## config.mk

```make
export PLATFORM = sky130hd
export DESIGN_NAME = seq_divider_16by8
export DESIGN_NICKNAME = d
export VERILOG_FILES = /design/src/rtl/div_pkg.sv /design/src/rtl/div_step.sv /design/src/rtl/seq_divider_16by8.sv
export SDC_FILE = /design/constraint.sdc
export NUM_CORES = 1
export LEC_CHECK = 0
export CAP_MARGIN = 40
export CORE_ASPECT_RATIO = 1.4
export CORE_UTILIZATION = 35
export CTS_CLUSTER_DIAMETER = 80
export CTS_CLUSTER_SIZE = 30
export DETAILED_ROUTE_END_ITERATION = 8
export GPL_TIMING_DRIVEN = 0
export PLACE_DENSITY = 0.53
export SLEW_MARGIN = 20
export SYNTH_ARGS = -nofsm -noshare
export SYNTH_HDL_FRONTEND = slang
export SYNTH_SLANG_ARGS = --single-unit
```

## constraint.sdc

```tcl
create_clock -name clk -period 5.6 [get_ports clk]
set_input_delay 1.4 -clock clk [delete_from_list [all_inputs] [get_ports clk]]
set_output_delay 1.4 -clock clk [all_outputs]
set_load 0.02 [all_outputs]
```

## src/rtl/div_pkg.sv

```systemverilog
// Shared types and defaults for the sequential 16/8 restoring divider.
package div_pkg;
  localparam int WIDTH = 8;

  typedef enum logic [1:0] {
    IDLE = 2'd0,
    CALC = 2'd1,
    DONE = 2'd2
  } state_e;
endpackage

```

## src/rtl/div_step.sv

```systemverilog
// One restoring-division step: shifts the next dividend bit into the partial
// remainder and subtracts the divisor when it fits. Purely combinational.
module div_step
  import div_pkg::*;
#(
  parameter int W = WIDTH
) (
  input  logic [W-1:0] rem,
  input  logic         msb,
  input  logic [W-1:0] divisor,
  output logic [W-1:0] rem_next,
  output logic         qbit
);

  logic [W:0] t;
  logic [W:0] diff;

  // rem < divisor on entry, so t < 2*divisor and the difference fits in W bits.
  always_comb begin
    t        = {rem, msb};
    diff     = t - {1'b0, divisor};
    qbit     = (t >= {1'b0, divisor});
    rem_next = qbit ? diff[W-1:0] : t[W-1:0];
  end

endmodule

```

## src/rtl/seq_divider_16by8.sv

```systemverilog
// 2W-by-W unsigned restoring divider, one quotient bit per clock; result after W clocks
// (errors after 1), held with out_valid until out_ready, then one idle bubble.
module seq_divider_16by8
  import div_pkg::*;
#(
  parameter int WIDTH = div_pkg::WIDTH
) (
  input  logic               clk,
  input  logic               rst_n,
  input  logic               in_valid,
  output logic               in_ready,
  input  logic [2*WIDTH-1:0] dividend,
  input  logic [WIDTH-1:0]   divisor,
  output logic               out_valid,
  input  logic               out_ready,
  output logic [WIDTH-1:0]   quotient,
  output logic [WIDTH-1:0]   remainder,
  output logic               err_div0,
  output logic               err_ovf
);

  localparam int CW = $clog2(WIDTH + 1);

  state_e           state_q, state_d;
  logic [WIDTH-1:0] rem_q, rem_d;
  logic [WIDTH-1:0] dq_q, dq_d;
  logic [WIDTH-1:0] dvs_q, dvs_d;
  logic [CW-1:0]    cnt_q, cnt_d;
  logic [WIDTH-1:0] quotient_q, quotient_d;
  logic [WIDTH-1:0] remainder_q, remainder_d;
  logic             out_valid_q, out_valid_d;
  logic             err_div0_q, err_div0_d;
  logic             err_ovf_q, err_ovf_d;

  logic [WIDTH-1:0] step_rem;
  logic             step_qbit;

  div_step #(.W(WIDTH)) u_step (
    .rem      (rem_q),
    .msb      (dq_q[WIDTH-1]),
    .divisor  (dvs_q),
    .rem_next (step_rem),
    .qbit     (step_qbit)
  );

  always_comb begin
    state_d     = state_q;
    rem_d       = rem_q;
    dq_d        = dq_q;
    dvs_d       = dvs_q;
    cnt_d       = cnt_q;
    quotient_d  = quotient_q;
    remainder_d = remainder_q;
    out_valid_d = out_valid_q;
    err_div0_d  = err_div0_q;
    err_ovf_d   = err_ovf_q;

    case (state_q)
      IDLE: begin
        if (in_valid) begin
          dvs_d = divisor;
          if (divisor == '0) begin
            state_d     = DONE;
            err_div0_d  = 1'b1;
            quotient_d  = '1;
            remainder_d = dividend[WIDTH-1:0];
          end else if (dividend[2*WIDTH-1:WIDTH] >= divisor) begin
            state_d     = DONE;
            err_ovf_d   = 1'b1;
            quotient_d  = '1;
            remainder_d = '0;
          end else begin
            state_d = CALC;
            rem_d   = dividend[2*WIDTH-1:WIDTH];
            dq_d    = dividend[WIDTH-1:0];
            cnt_d   = CW'(WIDTH);
          end
        end
      end
      CALC: begin
        rem_d = step_rem;
        dq_d  = {dq_q[WIDTH-2:0], step_qbit};
        cnt_d = cnt_q - CW'(1);
        if (cnt_q == CW'(1)) begin
          state_d     = DONE;
          out_valid_d = 1'b1;
          quotient_d  = {dq_q[WIDTH-2:0], step_qbit};
          remainder_d = step_rem;
        end
      end
      DONE: begin
        // Error results enter DONE with out_valid low; raise it one clock later.
        if (!out_valid_q) begin
          out_valid_d = 1'b1;
        end else if (out_ready) begin
          state_d     = IDLE;
          out_valid_d = 1'b0;
          err_div0_d  = 1'b0;
          err_ovf_d   = 1'b0;
        end
      end
      default: state_d = IDLE;
    endcase
  end

  always_ff @(posedge clk or negedge rst_n) begin
    if (!rst_n) begin
      state_q     <= IDLE;
      rem_q       <= '0;
      dq_q        <= '0;
      dvs_q       <= '0;
      cnt_q       <= '0;
      quotient_q  <= '0;
      remainder_q <= '0;
      out_valid_q <= 1'b0;
      err_div0_q  <= 1'b0;
      err_ovf_q   <= 1'b0;
    end else begin
      state_q     <= state_d;
      rem_q       <= rem_d;
      dq_q        <= dq_d;
      dvs_q       <= dvs_d;
      cnt_q       <= cnt_d;
      quotient_q  <= quotient_d;
      remainder_q <= remainder_d;
      out_valid_q <= out_valid_d;
      err_div0_q  <= err_div0_d;
      err_ovf_q   <= err_ovf_d;
    end
  end

  assign in_ready  = (state_q == IDLE);
  assign out_valid = out_valid_q;
  assign quotient  = quotient_q;
  assign remainder = remainder_q;
  assign err_div0  = err_div0_q;
  assign err_ovf   = err_ovf_q;

endmodule

```

======== Yosys cells after proc, flatten, opt, wreduce, memory -nomap -nowiden ========
Index checks and enable logic that the tools add are counted.
Widths: inputs -> output; s select.
storage, ports and cells
  register bits ........................... 49
  bits in latches ......................... 0
  RAM bits ................................ 0
  ROM bits ................................ 0
  input port bits ......................... 28
  output and inout bits ................... 20
  logic and storage cells ................. 81
  memories ................................ 0
operators by class
  $add $sub $neg .......................... 2
  multiply operators ...................... 0
  div/mod/pow operators ................... 0
  $lt $le $gt $ge ......................... 2
  eq/ne operators ......................... 12
  shifts and indexed selects .............. 0
  mux-type cells .......................... 43
  bitwise operators ....................... 0
  reduce and logical (&&, ||, !) cells .... 12
operators with widths
  operator             number
  $mux 8               15
  $pmux 8 s2           4
  $mux 2               6
  $mux 4               3
  $ne 2x2->1 const B   6
  $reduce_and 4->1     3
  $mux 1               10
  $ge 9x8->1           1
  $ge 8x8->1           1
  $logic_not 8->1      1
  $pmux 4 s2           1
  $sub 8x8->8          1
  $pmux 1 s2           3
  $pmux 2 s3           1
  $reduce_and 6->1     1
  $reduce_bool 2->1    3
  $reduce_and 5->1     1
  $eq 4x1->1 const B   1
  $ne 2x1->1 const B   2
  $reduce_and 2->1     2
  $sub 4x1->4 const B  1
  $ne 3x1->1 const B   1
  $eq 2x1->1 const B   1
  $eq 2x2->1 const B   1
  $logic_not 2->1      1

======== Longest topological paths before layout ========
Gate-level depths: netlist of the first run.
  word-level depth ........................ 5
  gate-level depth with buffers ........... 9
  mapped depth without buffers ............ 9

======== By module ========
Synthesis of the first run repeated with hierarchy kept, for this count alone.
second synthesis, totals
  cells, all modules ...................... 304
  area, all modules ....................... 2937.8 µm²
modules (own cells, without submodules)
  module             times used  cells each  area each (µm²)  seq. area each (µm²)
  seq_divider_16by8  1           234         2426.1           1226.2
  div_step           1           70          511.7            0.0

======== Least setup slack after synthesis of the first run ========
Ideal clock, no wire load.
  kind .................................... input-to-reg
  start point ............................. input port divisor[2]
  end point ............................... register rem_q[2]
  library setup time ...................... 0.126 ns
  data arrival time ....................... 2.802 ns
  required time ........................... 5.474 ns
  path slack .............................. 2.672 ns
  stages on the path ...................... 8
  buffers on the path ..................... 1
  path through ............................ inv_1 -> ha_1 -> a211oi_1 -> o21ai_1 -> a21oi_4 -> a31oi_1 -> buf_2 -> a221o_1
on the way
  longest elaborated chain between the ends .. 3
  elaborated cells between the ends (all ways) .. 5
  those cells by class .................... order compare (1); eq/ne (2); reduce/logical (2)
ends and longest elaborated chain
  what                                           line                                              source
  start: declaration                             seq_divider_16by8.sv:13                           input logic [WIDTH-1:0] divisor,
  $ge 8x8->1 or $logic_not 8->1 (tied branches)  seq_divider_16by8.sv:67, seq_divider_16by8.sv:62
  $ne 2x2->1 (no line)                           n/a
  $reduce_and 4->1 (no line) (*)                 n/a
  end signal: assignment                         seq_divider_16by8.sv:120                          rem_q <= rem_d;
  end: declaration                               seq_divider_16by8.sv:25                           logic [WIDTH-1:0] rem_q, rem_d;
Mark *: on every way between the ends. The rest lies on a longest branch, timed or not.
A chain may end at the register's enable or synchronous reset.

======== Worst setup path in the final report of the first run ========
  start point ............................. input port divisor[7]
  end point ............................... register remainder_q[3] (netlist: remainder[3])
on the way
  longest elaborated chain between the ends .. 4
  elaborated cells between the ends (all ways) .. 7
  those cells by class .................... order compare (1); eq/ne (1); mux (3); reduce/logical (2)
ends and longest elaborated chain
  what                                                line                      source
  branches (longest 4 deep; another with $ge 8x8->1)  n/a
  end signal: assignment                              seq_divider_16by8.sv:125  remainder_q <= remainder_d;
  end: declaration                                    seq_divider_16by8.sv:30   logic [WIDTH-1:0] remainder_q, remainder_d;
Parallel ways; which one is timed is not known. The select of a mux whose other input is x is not followed.

==> results by stage, run 1 <==
Synth:
- The predominant post-synthesis flop cell is sky130_fd_sc_hd__dfrtp_1.
- Among all cell types in the netlist, the one instantiated most often is sky130_fd_sc_hd__dfrtp_1.
- The top cell type by total area after synthesis is sky130_fd_sc_hd__dfrtp_1.
- In the synthesized netlist, the number of instances is about 320.
- The number of synthesized flops with an enable pin is 0.
- After synthesis, the cell types taking the most area are sky130_fd_sc_hd__dfrtp_1 (42%), sky130_fd_sc_hd__ha_1 (7.8%), sky130_fd_sc_hd__nor2_1 (6.1%).
- The cell area that synthesis handed to floorplanning was between 0.002 and 0.003 mm².
- The sequential cell area fraction in the yosys report is 42.4%.
- A synthesized cell averages between 9 and 10 µm².
- In the synthesized netlist the async set-or-reset flop fraction comes to between 90% and 100%.
- The synthesis warning total is 0.
- In the synthesized netlist, the cells that appear most often are sky130_fd_sc_hd__dfrtp_1 (49), sky130_fd_sc_hd__nor2_1 (47), sky130_fd_sc_hd__nand2_1 (31).
- The number of nets in the synthesized netlist is approximately 360.
- The portion of synthesized cell area occupied by the leading cell type is about 42%.
- The number of different library cells in the post-synthesis netlist is 48.
- After synthesis the netlist holds a flip-flop and latch count of 49.

Power:
- The overall power consumption is about 2.2 mW.
- For this design the static power due to leakage is approximately 1.5 nW.
- The worst supply voltage drop on vdd is 210 µV.
- Dividing total power by cell area gives a power density of around 600 mW/mm².

Setup path:
- The number of cells on the worst reg-to-reg path is 8.
- The signal on the critical path passes through clkdlybuf4s50_1 -> inv_1 -> ha_1 -> nand2_1 -> o21ai_0 -> a21oi_4 -> a211oi_4 -> buf_4 -> a31oi_1.
- Data on the critical path is required at its endpoint by between 5 and 6 ns.
- The element type at the critical path start is an input pin.
- The count of cell instances traversed by the critical path is 9.
- The classification of the worst setup path is input pin to flop.
- The total buffers and inverters traversed by the critical path is 3.
- The cell at the slowest stage of the critical path is sky130_fd_sc_hd__clkdlybuf4s50_1.
- The largest fanout on the critical path is 10.
- The delay of the slowest critical-path stage is 0.57 ns.
- The cell family contributing the most delay on the critical path is buffers and inverters.
- The arrival time reported for the critical path endpoint is 3.65 ns.
- STA classifies the critical path endpoint as a flop.

Global route:
- Global routing consumed, over all layers together, between 15 and 20% of the routing resources.
- Entering global routing, the biggest net connects 50 pins.
- Global routing finished with a remaining overflow of 0.
- The number of antenna violations at the first check in global routing was 0.
- The via count of the first global-routing pass came to about 2,300.
- The first global-routing pass estimated approximately 12,000 µm of wire.

Die:
- From left edge to right edge, the die measures approximately 80 µm.
- The initial cell density of the core is a little over a third.
- 48 I/O pins were placed.
- The floorplan step defined a core boundary enclosing between 0.007 and 0.008 mm².
- The die area is 0.00863 mm².
- The floorplan step set the die height to about 110 µm.
- The standard-cell row count is 38.

Timing:
- The worst path uses between 60% and 70% of the clock period.
- The final hold violation count was 0.
- The max-slew violation count is 0.
- The clock period could shrink to 3.47 ns.
- For this run, the top clock speed supported by timing is 288 MHz.
- The final setup TNS is 0 ns.
- The actual transition at the worst max-transition pin is about 0.66 ns.
- Setup repair after global routing left no endpoint under its margin.
- The final setup violation count is 0.
- The final clock skew is about 0.0054 ns.
- The worst slew margin relative to its limit is a little under three fifths.

CTS:
- The clock drives 49 sinks.
- Buffers inserted to repair hold after CTS numbered 0.
- The CTS tree is built.
- The number of clock buffers added by TritonCTS is 5.
- No sink is reached through more buffers than the 2 on the longest clock path.
- The worst-skew pair later-pin latency is roughly 0.30 ns.
- The CTS H-tree depth is 2.
- Post-CTS timing repair inserted 0 buffers for setup.
- Clock-pin slew was measured on the worst setup and hold paths at 0.09 ns.
- The cell at the root of the clock tree is sky130_fd_sc_hd__clkbuf_8.
- The number of gates resized after CTS is 0.

Final layout:
- The filler cells instantiated in the layout total about 850.
- Of the cells placed in the final design, the portion with a size suffix greater than 1 is between 10 and 15%.
- Relative to the synthesized area, the layout overhead comes to 24.6%.
- The finished cells cover between 0.003 and 0.004 mm².
- After the last flow step, the layout net total stands at roughly 420.
- The antenna diode count is 0.

Route:
- After detailed routing, the number of vias per cell comes to about 5.
- The number of design rule violations left after detail routing is 0.
- The first routing iteration left between 80 and 90 violations.
- The final routed wirelength across all metal layers is around 7200 µm.
- The first detailed-routing pass ran for 4 iterations.
- The routed wire length per instance is about 15 µm.
- The number of nets still failing antenna checks after routing is 0.
- The final route contains 2,367 vias.

Status:
- The run finished with clean final reports.

Place:
- The count of input and output buffers is between 40 and 50.
- The instance area at placement is between 0.003 and 0.004 mm².
- The HPWL after detailed placement is approximately 5600 µm.
- Routability-driven placement finished with a final weighted congestion of roughly 0.9.

Min path:
- Counting instances, the worst hold path has a depth of 2.
- The classification of the worst-slack hold path is flop to flop.

Run:
- The tool flagged a number of max-cap violations equal to 0.
## layout by cell type (no fill, tap or decap), types with 5 or more instances in the layout
| cell | netlist | routed |
|---|---|---|
| sky130_fd_sc_hd__clkdlybuf4s50_1 | 0 | 46 |
| sky130_fd_sc_hd__nor2_1 | 47 | 47 |
| sky130_fd_sc_hd__a31oi_1 | 6 | 6 |
| sky130_fd_sc_hd__a21oi_1 | 25 | 25 |
| sky130_fd_sc_hd__nand2_1 | 31 | 31 |
| sky130_fd_sc_hd__a21oi_2 | 12 | 12 |
| sky130_fd_sc_hd__dfrtp_1 | 49 | 49 |
| sky130_fd_sc_hd__o21ai_0 | 22 | 22 |
| sky130_fd_sc_hd__inv_1 | 21 | 21 |
| sky130_fd_sc_hd__mux2i_1 | 7 | 7 |
| sky130_fd_sc_hd__nor2_2 | 6 | 6 |
| sky130_fd_sc_hd__nand3_1 | 5 | 5 |
| sky130_fd_sc_hd__clkbuf_8 | 0 | 6 |
| sky130_fd_sc_hd__ha_1 | 18 | 18 |
| sky130_fd_sc_hd__nor3_1 | 7 | 7 |
## worst paths after layout
kind / slack, ns / endpoint / startpoint
worst max-delay path: 2.13 / remainder[3]$_DFFE_PN0P_ / divisor[7]
worst min-delay path: 0.50 / dq_q[0]$_DFFE_PN0P_ / dq_q[0]$_DFFE_PN0P_
worst max register to register: 3.31 / remainder[2]$_DFFE_PN0P_ / rem_q[3]$_DFFE_PN0P_
worst min register to register: 0.50 / dq_q[0]$_DFFE_PN0P_ / dq_q[0]$_DFFE_PN0P_
max in group asynchronous: 4.04 / dq_q[1]$_DFFE_PN0P_ / rst_n
min in group asynchronous: 1.12 / dvs_q[6]$_DFFE_PN0P_ / rst_n
## worst reg2reg max path, delay by kind of cell, from the launching register on
family                   cells  cell delay (ns)
AO/OA/AOI/OAI                5             0.87
adder cells (fa/ha/maj)      1             0.37
buffers and inverters        1             0.23
flip-flops                   1             0.43
multiplexers                 1             0.33
## per-layer routing
layer	part of all wire, %	routed length [µm]	GRT usage [%]	up-vias
met3	3.0	215	2.41	7
met2	50	3580	31.7	42
li1	-	-	-	1196
met4	1.9	135	6.08	0
met5	0	0	0	-
met1	45	3240	22.5	1122
## report_power, final
| group | leakage (nW) | switching, mW | internal, mW |
|---|---|---|---|
| sequential | 0.557 | 0.107 | 0.521 |
| combinational | 0.880 | 0.727 | 0.536 |
| clock | 0.0585 | 0.124 | 0.146 |
| total | 1.50 | 0.958 | 1.20 |
## metrics by stage
| stage | hold WS, ns | instances | utilization [%] | setup WS (ns) |
|---|---|---|---|---|
| 2_1_floorplan | 0.451 | 317 | - | 2.67 |
| 3_3_place_gp | 0.471 | 464 | 44.2 | 1.57 |
| 3_5_place_dp | 0.475 | 464 | 44.1 | 1.74 |
| 4_1_cts | 0.497 | 472 | 45.6 | 2.06 |
| 5_1_grt | 0.540 | 472 | 45.6 | 1.92 |
| 6_report | 0.497 | 472 | 45.6 | 2.13 |
## final cells by class
class	instances	area, µm²	share of cell area, %
inverter	21	78.8	2.19
buffer	12	76.3	2.12
tap	100	125	3.48
sequential	49	1230	34.1
clock inverter	1	30.0	0.834
multi-input combinational	235	1510	41.9
timing repair buffer	47	468	13.0
clock buffer	7	86.3	2.40
## cell families (layout without fill, tap and decap cells)
kind of cell | Yosys count | in the layout | share of synthesized area [%]
multiplexers | 8 | 8 | 2.82
XOR/XNOR | 2 | 2 | 0.606
adder cells (fa/ha/maj) | 19 | 19 | 8.49
AO/OA/AOI/OAI | 86 | 86 | 20.1
AND/OR/NAND/NOR | 120 | 120 | 20.2
flip-flops | 49 | 49 | 42.4
buffers and inverters | 33 | 88 | 5.37
## state kept, by name (all words and copies together) (netlist names)
register and flops:
out_valid 1, remainder 8, cnt_q 4, quotient 8, dq_q 8, err_div0 1
err_ovf 1, dvs_q 8, state_q 2, rem_q 8
(Power assumes the default switching activity.)
==> run 2, diff against run 1 <==
--- a/config.mk
+++ b/config.mk
@@ -12,7 +12,7 @@
 export CTS_CLUSTER_SIZE = 30
 export DETAILED_ROUTE_END_ITERATION = 8
 export GPL_TIMING_DRIVEN = 0
-export PLACE_DENSITY = 0.53
+export PLACE_DENSITY = 0.56
 export SLEW_MARGIN = 20
 export SYNTH_ARGS = -nofsm -noshare
 export SYNTH_HDL_FRONTEND = slang
==> constraint.sdc (replaced) <==
create_clock -name clk -period 3.1 [get_ports clk]
set_input_delay 0.775 -clock clk [delete_from_list [all_inputs] [get_ports clk]]
set_output_delay 0.775 -clock clk [all_outputs]
set_load 0.02 [all_outputs]
==> run 2 against run 1 <==
Final area rose by 0.49%. Worst hold slack worse by 0.023 ns. Final cell count did not move. Routed wire length down 2.9%. Clock power increased by 100%. Sequential power up 80%. Sequential share of layout area is 0.17 points lower. Largest power group unchanged.
==> results by stage, run 2 (same netlist as run 1, synthesis figures left out) <==
Status:
- The run finished with clean final reports.

CTS:
- The number of CTS-inserted buffers is 5.
- The CTS H-tree depth is 2.
- Post-CTS repair changed the size of 0 cells.
- The worst-skew pair later-pin latency is 0.31 ns.
- In this run the deepest clock path goes through 2 buffers.
- The clock net sink count is 49.
- Post-CTS timing repair inserted 0 buffers for setup.
- The number of hold buffers added after CTS was 0.
- The CTS tree is built.
- The register clock-pin slew on the reported worst setup and hold paths is 0.10 ns.
- The cell at the root of the clock tree is sky130_fd_sc_hd__clkbuf_8.

Global route:
- The first-pass GRT wire length is 11,600 µm.
- The number of antenna violations at the first check in global routing is 0.
- Entering global routing, the biggest net connects 50 pins.
- The total congestion overflow is 0.
- The global-route usage over all layers is between 10% and 20%.
- The via count of the first global-routing pass came to about 2,400.

Final layout:
- The most frequent standard cell in the layout excluding fill and tap cells is sky130_fd_sc_hd__dfrtp_1.
- The antenna diode count is 0.
- From synthesis to final layout, the design area changed by 25.2%.
- The final layout contains approximately 420 nets.
- The fill cell instance count of the final layout is approximately 820.
- The fraction of final layout cells with drive strength greater than 1 is a little over an eighth.
- In the layout the commonest cells are sky130_fd_sc_hd__dfrtp_1 (49), sky130_fd_sc_hd__nor2_1 (47), sky130_fd_sc_hd__clkdlybuf4s50_1 (46), sky130_fd_sc_hd__nand2_1 (31), sky130_fd_sc_hd__a21oi_1 (25).
- After routing the design area is around 0.0036 mm².

Route:
- The final routed wirelength across all metal layers is just under 7000 µm.
- The detail-routed via count per cell is between 5 and 6.
- The count of vias placed by the detailed router is around 2,400.
- The violation count after the first detailed-routing iteration is 93.
- The number of nets still failing antenna checks after routing is 0.
- The number of design rule violations left after detail routing is 0.
- The first-pass iteration count of the detailed router is 4.
- After detailed routing, the average wire length per cell comes to ~15 µm.

Die:
- The die boundary width is 78.8 µm.
- From bottom edge to top edge, the die measures 110 µm.
- The die covers 0.00863 mm².
- The standard-cell row count is 38.
- The initial cell density of the core is a little over a third.
- The number of primary I/O pins is 48.
- The area of the placeable core is 0.00789 mm².

Timing:
- The max-slew violation count came to 0.
- The time the final worst path needs with I/O delays and setup is about 2.8 ns.
- Derived from the worst setup path, the maximum achievable clock frequency is ~350 MHz.
- The worst slew margin relative to its limit is between 50% and 60%.
- The final setup violation count is 0.
- Setup repair after global routing left no endpoint under its margin.
- After layout, the worst setup slack is around 0.26 ns.
- On the final layout, the worst hold slack is ~0.47 ns.
- In the final timing run, aggregate negative setup slack is 0 ns.
- The post-route fraction of the period consumed by the critical path is 91.7%.
- At the pin with the least slew margin, the transition time is 0.647 ns.
- On the final layout, the worst clock skew is about 0.012 ns.
- The final hold violation count came to 0.

Run:
- The number of max-cap violations is 0.

Setup path:
- The data required time at the worst endpoint is 3.29 ns.
- Together, buffers and inverters on the worst path number 3.
- The classification of the worst setup path is input pin to flop.
- The delay of the slowest critical-path stage is ~0.57 ns.
- The type of destination of the critical path is a flop.
- Of all nets on the critical path, the largest fanout is 10.
- The cell at the slowest stage of the critical path is sky130_fd_sc_hd__clkdlybuf4s50_1.
- Data on the critical path arrives at its endpoint at 3.03 ns.
- The worst setup path is launched from an input pin.
- The kind of cell with the highest combined delay along the critical path is compound AO/OA/AOI/OAI gates.
- The signal on the critical path passes through clkdlybuf4s50_1 -> inv_1 -> ha_1 -> a21oi_1 -> o21ai_0 -> a21oi_4 -> a211oi_4 -> buf_4 -> a31oi_2.

Place:
- The count of input and output buffers is 47.
- The HPWL after detailed placement is approximately 5400 µm.
- At the end of routability-driven placement, the weighted congestion stood at roughly 0.9.
- In this run the cell area measured after placement is 0.00348 mm².
- Prior to clock tree synthesis, the placed netlist has a worst setup slack of -0.0944 ns.

Power:
- IR analysis of the VDD net gives a maximum drop of between 300 and 400 µV.
- The leakage power total is ~1.5 nW.
- Dividing total power by cell area gives a power density of ~1100 mW/mm².

Min path:
- The min-delay analysis places its worst path in the category input pin to async pin.
run 2: final timing paths:
path / startpoint / end / slack [ns] / cells after the start
hold / removal: rst_n / rem_q[4]$_DFFE_PN0P_ / 0.47 / 1
hold reg to reg: dq_q[0]$_DFFE_PN0P_ / dq_q[0]$_DFFE_PN0P_ / 0.49 / 2
max in group asynchronous: rst_n / dq_q[1]$_DFFE_PN0P_ / 2.18 / 1
setup reg to reg: dq_q[7]$_DFFE_PN0P_ / remainder[6]$_DFFE_PN0P_ / 0.83 / 9
min in group clk: dq_q[0]$_DFFE_PN0P_ / dq_q[0]$_DFFE_PN0P_ / 0.49 / 2
setup / recovery: divisor[5] / remainder[4]$_DFFE_PN0P_ / 0.26 / 9
run 2: final cells by class:
cell class / count / area (µm²) / share of cell area, %
clock buffers: 5 / 68.8 / 1.90
repair buffers: 47 / 468 / 12.9
inverters: 21 / 78.8 / 2.18
plain buffers: 12 / 76.3 / 2.11
clock inverters: 3 / 65.1 / 1.80
well taps: 100 / 125 / 3.46
multi-input cells: 235 / 1510 / 41.7
flip-flops and latches: 49 / 1230 / 33.9
run 2: through the flow:
step	power, mW	utilization, %	cells
after global routing	4.30	45.8	472
final	3.97	45.8	472
after CTS	4.00	45.8	472
after detailed placement	3.44	44.1	464
after floorplan	2.74	-	317
after global placement	3.40	44.2	464
run 2: per-layer routing:
layer / global-route usage (%) / share of wire, % / routed length, µm / vias up
li1: - / - / - / 1202
met1: 21.3 / 44 / 3100 / 1162
met2: 31.6 / 51 / 3550 / 43
met3: 2.57 / 2.6 / 181 / 9
met4: 6.35 / 1.9 / 131 / 0
met5: 0 / 0 / 0 / -
run 2: worst register-to-register path: cells and delay by family (launching register included):
family / cells / cell delay [ns]
compound gates: 5 / 0.88
fa+ha+maj: 2 / 0.62
flops: 1 / 0.37
simple gates: 1 / 0.20
buf+inv: 1 / 0.08
run 2: power breakdown:
part           switching (mW)  internal [mW]  leakage, nW
registers               0.188          0.941        0.557
logic                    1.32          0.971        0.880
clock network           0.226          0.321       0.0681
total                    1.73           2.23         1.50
==> variant 1 (flow settings as in run 2) <==
The package constant `WIDTH` goes from 8 to 4.
--- a/src/rtl/div_pkg.sv
+++ b/src/rtl/div_pkg.sv
@@ -2,3 +2,3 @@
 package div_pkg;
-  localparam int WIDTH = 8;
+  localparam int WIDTH = 4;
 
Interface: changed (resized dividend, divisor, quotient and remainder); port bits go from 48 to 28. No check against the original RTL was run, so the function may have changed too.
==> variant 1 against run 2 <==
  * Routed wire length shrank 46%
  * Combinational power shrank 47%
  * Area after synthesis down 44%
  * Power shrank 47%
  * Sequential cell count is 21 lower
  * Die area shrank 43%
  * Sequential power is 42% lower
  * Critical endpoint is now rem_q[2]
  * Final area down 44%
  * Synthesized cell count shrank 45%
  * Fmax increased by 0.56%
  * Setup slack improved by 0.016 ns
==> variant 1: results <==
set metrics [dict create \
    status "complete, no violations" \
    grt.met1_usage 0.191 \
    drt-met1-wl_um 1580 \
    drive_gt1_frac 0.0833 \
    cp-startpoint "divisor[1]" \
    drt-initial-drc-count 39 \
    first_global_vias 1366 \
    reg2regPathDepth 6 \
    insertion_delay_ns 0.28 \
    use_met2 0.328 \
    arrival_ns 2.99 \
    routed-wl-met3_um 37 \
    met3_usage 0.0187 \
    bufAreaShareNonClock 0.143 \
    dp.cells 262 \
    cts_made_buffers 3 \
    nClkBuffers 4 \
    finalWirelength_um 3760 \
    synth_fa_ha_area_frac 0.0893 \
    dr_wl_met2_um 2090 \
    hp-class "flip-flop to flip-flop" \
    ir_worst_vdd_v 0.000386 \
    gp_congestion 0.768 \
    seq_area_sq_um 701 \
    p_seq_frac 0.311 \
    synth_top_cell_area_share 0.431 \
    hpwlAfterDp_um 3010 \
    critPathCapture "rem_q[2]" \
    p_sw_mw 0.906 \
    nets 232 \
    grt_usage 0.171 \
    clkCellAreaFrac 0.0272 \
    h-tree-depth 1 \
    synth_compound_area_frac 0.196 \
    r2r_start "rem_q[0]" \
    grt_max_degree 29 \
    inverters 14 \
    synth_seq_cells 28 \
    multi_input_area_share 0.419 \
    combPwrFrac 0.579 \
    max_slew_margin 0.580 \
    total_power_mw 2.10 \
    layoutNonFillerInstCount 266 \
    synth_nets 200 \
    muxShareOfSynthArea 0.0393 \
    multi_input_gates 126 \
    vias 1326 \
    syn_area_per_cell_sq_um 9.39 \
]
-- variant 1: changes by cell type in the layout (fill, tap and decap cells not counted), moves of 7 or more --
cell / run 2 / this run
nor2_1: 47 / 18
clkdlybuf4s50_1: 46 / 26
dfrtp_1: 49 / 28
nand2_1: 31 / 18
a21oi_1: 25 / 12
ha_1: 18 / 10
a21oi_2: 12 / 0
inv_1: 21 / 14
-- variant 1: worst max-delay path: stages --
cell             delay, ns
clkdlybuf4s50_1       0.57
inv_1                 0.07
ha_1                  0.27
o211ai_1              0.19
o21ai_2               0.14
o31a_1                0.35
nor2_2                0.24
mux2_2                0.38
-- variant 1: metrics by stage --
stage / hold slack, ns / TNS, ns / worst slack, ns / area [sq um]
after floorplan: 0.467 / 0 / 0.757 / 1630
after global placement: 0.467 / -0.00353 / -0.00353 / 1970
after detailed placement: 0.475 / -0.0518 / -0.0323 / 1970
after CTS: 0.497 / 0 / 0.253 / 2020
after global routing: 0.527 / 0 / 0.129 / 2020
final: 0.491 / 0 / 0.274 / 2020
==> variant 2 (config.mk and constraints of run 2) <==
Made on the original files. Register the input `divisor` before use, cleared by the reset. The logic sees it one clock later. The other inputs are not delayed to match. Comments in the files are not updated.
--- a/src/rtl/seq_divider_16by8.sv
+++ b/src/rtl/seq_divider_16by8.sv
@@ -22,2 +22,12 @@
   localparam int CW = $clog2(WIDTH + 1);
+
+  logic [WIDTH-1:0] divisor_q;
+
+  always_ff @(posedge clk or negedge rst_n) begin
+    if (!rst_n) begin
+      divisor_q <= '0;
+    end else begin
+      divisor_q <= divisor;
+    end
+  end
 
@@ -60,4 +70,4 @@
         if (in_valid) begin
-          dvs_d = divisor;
-          if (divisor == '0) begin
+          dvs_d = divisor_q;
+          if (divisor_q == '0) begin
             state_d     = DONE;
@@ -66,3 +76,3 @@
             remainder_d = dividend[WIDTH-1:0];
-          end else if (dividend[2*WIDTH-1:WIDTH] >= divisor) begin
+          end else if (dividend[2*WIDTH-1:WIDTH] >= divisor_q) begin
             state_d     = DONE;
Check against the original RTL: not equivalent (a bounded check fails within 4 cycles, from zero or initial values and one cycle with rst_n low).
==> variant 2 against run 2 <==
  * Final area is 14% higher
  * Via count increased by 7.4%
  * Area after synthesis grew 11%
  * Non-clock buffer count down 2
  * Routed wire length rose by 19%
  * Count of clock-buffer cells in the layout grew 8
  * Setup slack got worse by 0.13 ns
  * Sequential cell count up 8
  * Clock skew shrank 0.0048 ns
  * Sequential power increased by 9.7%
  * Power increased by 18%
  * Register-to-register slack worse by 0.44 ns
  * Largest power group unchanged
==> variant 2: results <==
set metrics [dict create \
    synth_nets 369 \
    finalWirelength_um 8270 \
    tightest_slew_ns 0.674 \
    cpLargestDelayFamily "compound AO/OA/AOI/OAI gates" \
    r2r_start "rem_q[5]" \
    fin_worst_skew_ns 0.00709 \
    hpwlAfterDp_um 6400 \
    grt_antenna_before_repair 0 \
    ys_seq_area_frac 0.443 \
    arrival_ns 3.18 \
    clk_pin_slew_ns 0.05 \
    hp-class "primary input to asynchronous set/reset pin" \
    dp.cells 477 \
    grt_pass1_wl_um 13700 \
    grt_max_degree 34 \
    ys_types 54 \
    h-tree-depth 3 \
    critPathMaxFanout 17 \
    leakagePower_nw 1.82 \
    ff2ff_setup_slack_ns 0.39 \
    vias 2595 \
    grt_usage 0.188 \
    r2r-end "remainder[3]" \
    viasPerCell 5.27 \
    cts_setup_buffers 0 \
    cts_made_buffers 9 \
    post-synth-top-count-cell "dfrtp_1" \
    drive_gt1_frac 0.135 \
    syn_area_per_cell_sq_um 9.99 \
    status "complete, no violations" \
    gp_congestion 0.869 \
    hold_slack_ns 0.357 \
    firstDrtPassIters 4 \
    clockBufferDepth 2 \
    synthTopCellsByArea "dfrtp_1, ha_1, mux2_2, mux2i_1, nand2_1" \
    insertion_delay_ns 0.33 \
    reg2regPathDepth 7 \
    crit_path_max_incr_delay_ns 0.46 \
    cts_root_buf "clkbuf_16" \
    critical-path-slowest-cell "clkdlybuf4s50_1" \
    synth_warnings 0 \
    synthTopCellsByCount "dfrtp_1, nand2_1, inv_1, nor2_1" \
    drt-initial-drc-count 157 \
    nets 427 \
    n_fill_cell 854 \
    ir_worst_vdd_v 0.000395 \
    async_reset_ff_frac 1.00 \
]
[variant 2: per-layer routing]
layer  vias to the layer above  share of wire  GRT usage
met1                      1253           0.45      0.229
met5                         -              0          0
li1                       1272              -          -
met4                         0          0.024     0.0966
met3                        16          0.033     0.0335
met2                        54           0.50      0.322
[variant 2: through the flow]
stage / instance area, sq um / setup slack, ns / util / TNS (ns)
global placement: 3820 / -0.656 / 0.426 / -46.56
finish: 4140 / 0.125 / 0.461 / 0
floorplan: 3220 / 0.367 / - / 0
global route: 4140 / 0.0190 / 0.461 / 0
CTS: 4130 / -0.00210 / 0.460 / -0.00210
detailed placement: 3840 / -0.412 / 0.428 / -9.37
[variant 2: cell type report]
cell class	count	area [sq um]	share of cell area
Clock inverter	3	15.0	0.00363
Clock buffer	13	260	0.0629
Sequential cell	57	1430	0.345
Buffer	9	41.3	0.00998
Inverter	26	97.6	0.0236
Timing Repair Buffer	48	488	0.118
Multi-Input combinational cell	229	1680	0.405
Tap cell	107	134	0.0323
[variant 2: worst max path at each step]
stage | depth (start not counted) | end | start | slack [ns]
final | 9 | remainder[3] | dividend[8] | 0.13
after global routing | 9 | remainder[3] | dividend[8] | 0.02
after CTS | 11 | rem_q[4] | dividend[8] | -0.002
after detailed placement | 10 | quotient[5] | dividend[8] | -0.41
after global placement | 1 | divisor_q[2] | rst_n | -0.66
after floorplan | 9 | quotient[0] | dividend[8] | 0.37
[variant 2: worst register-to-register path, cell delays in order (launching register included)]
cell and delay, ns:
dfrtp_1 0.43, ha_1 0.41, a21o_1 0.26, a211oi_4 0.33
o31ai_2 0.23, or3_1 0.41, a32o_1 0.26, mux2_4 0.25
[variant 2: timing repair]
| action | 4_1_cts | 5_1_grt |
|---|---|---|
| endpoints found under the setup margin | 12 | 18 |
| resized for setup | 3 | 6 |
| pin swaps | 0 | 1 |
[variant 2: logic make-up (layout without fill, tap and decap cells)]
kind of cell    after synthesis  in the layout  share of synthesized area
mux                          28             28                     0.0941
xor+xnor                      3              3                    0.00817
flops                        57             57                      0.443
buf+inv                      36             99                     0.0432
compound gates               85             85                      0.195
simple gates                 94             94                      0.140
fa+ha+maj                    19             19                     0.0762
[variant 2: power by group]
| part | leakage, nW | switching (mW) | internal (mW) | total (mW) |
|---|---|---|---|---|
| clock network | 0.139 | 0.337 | 0.579 | 0.916 |
| logic | 1.02 | 1.40 | 1.12 | 2.52 |
| registers | 0.656 | 0.197 | 1.04 | 1.24 |
| total | 1.82 | 1.93 | 2.74 | 4.68 |
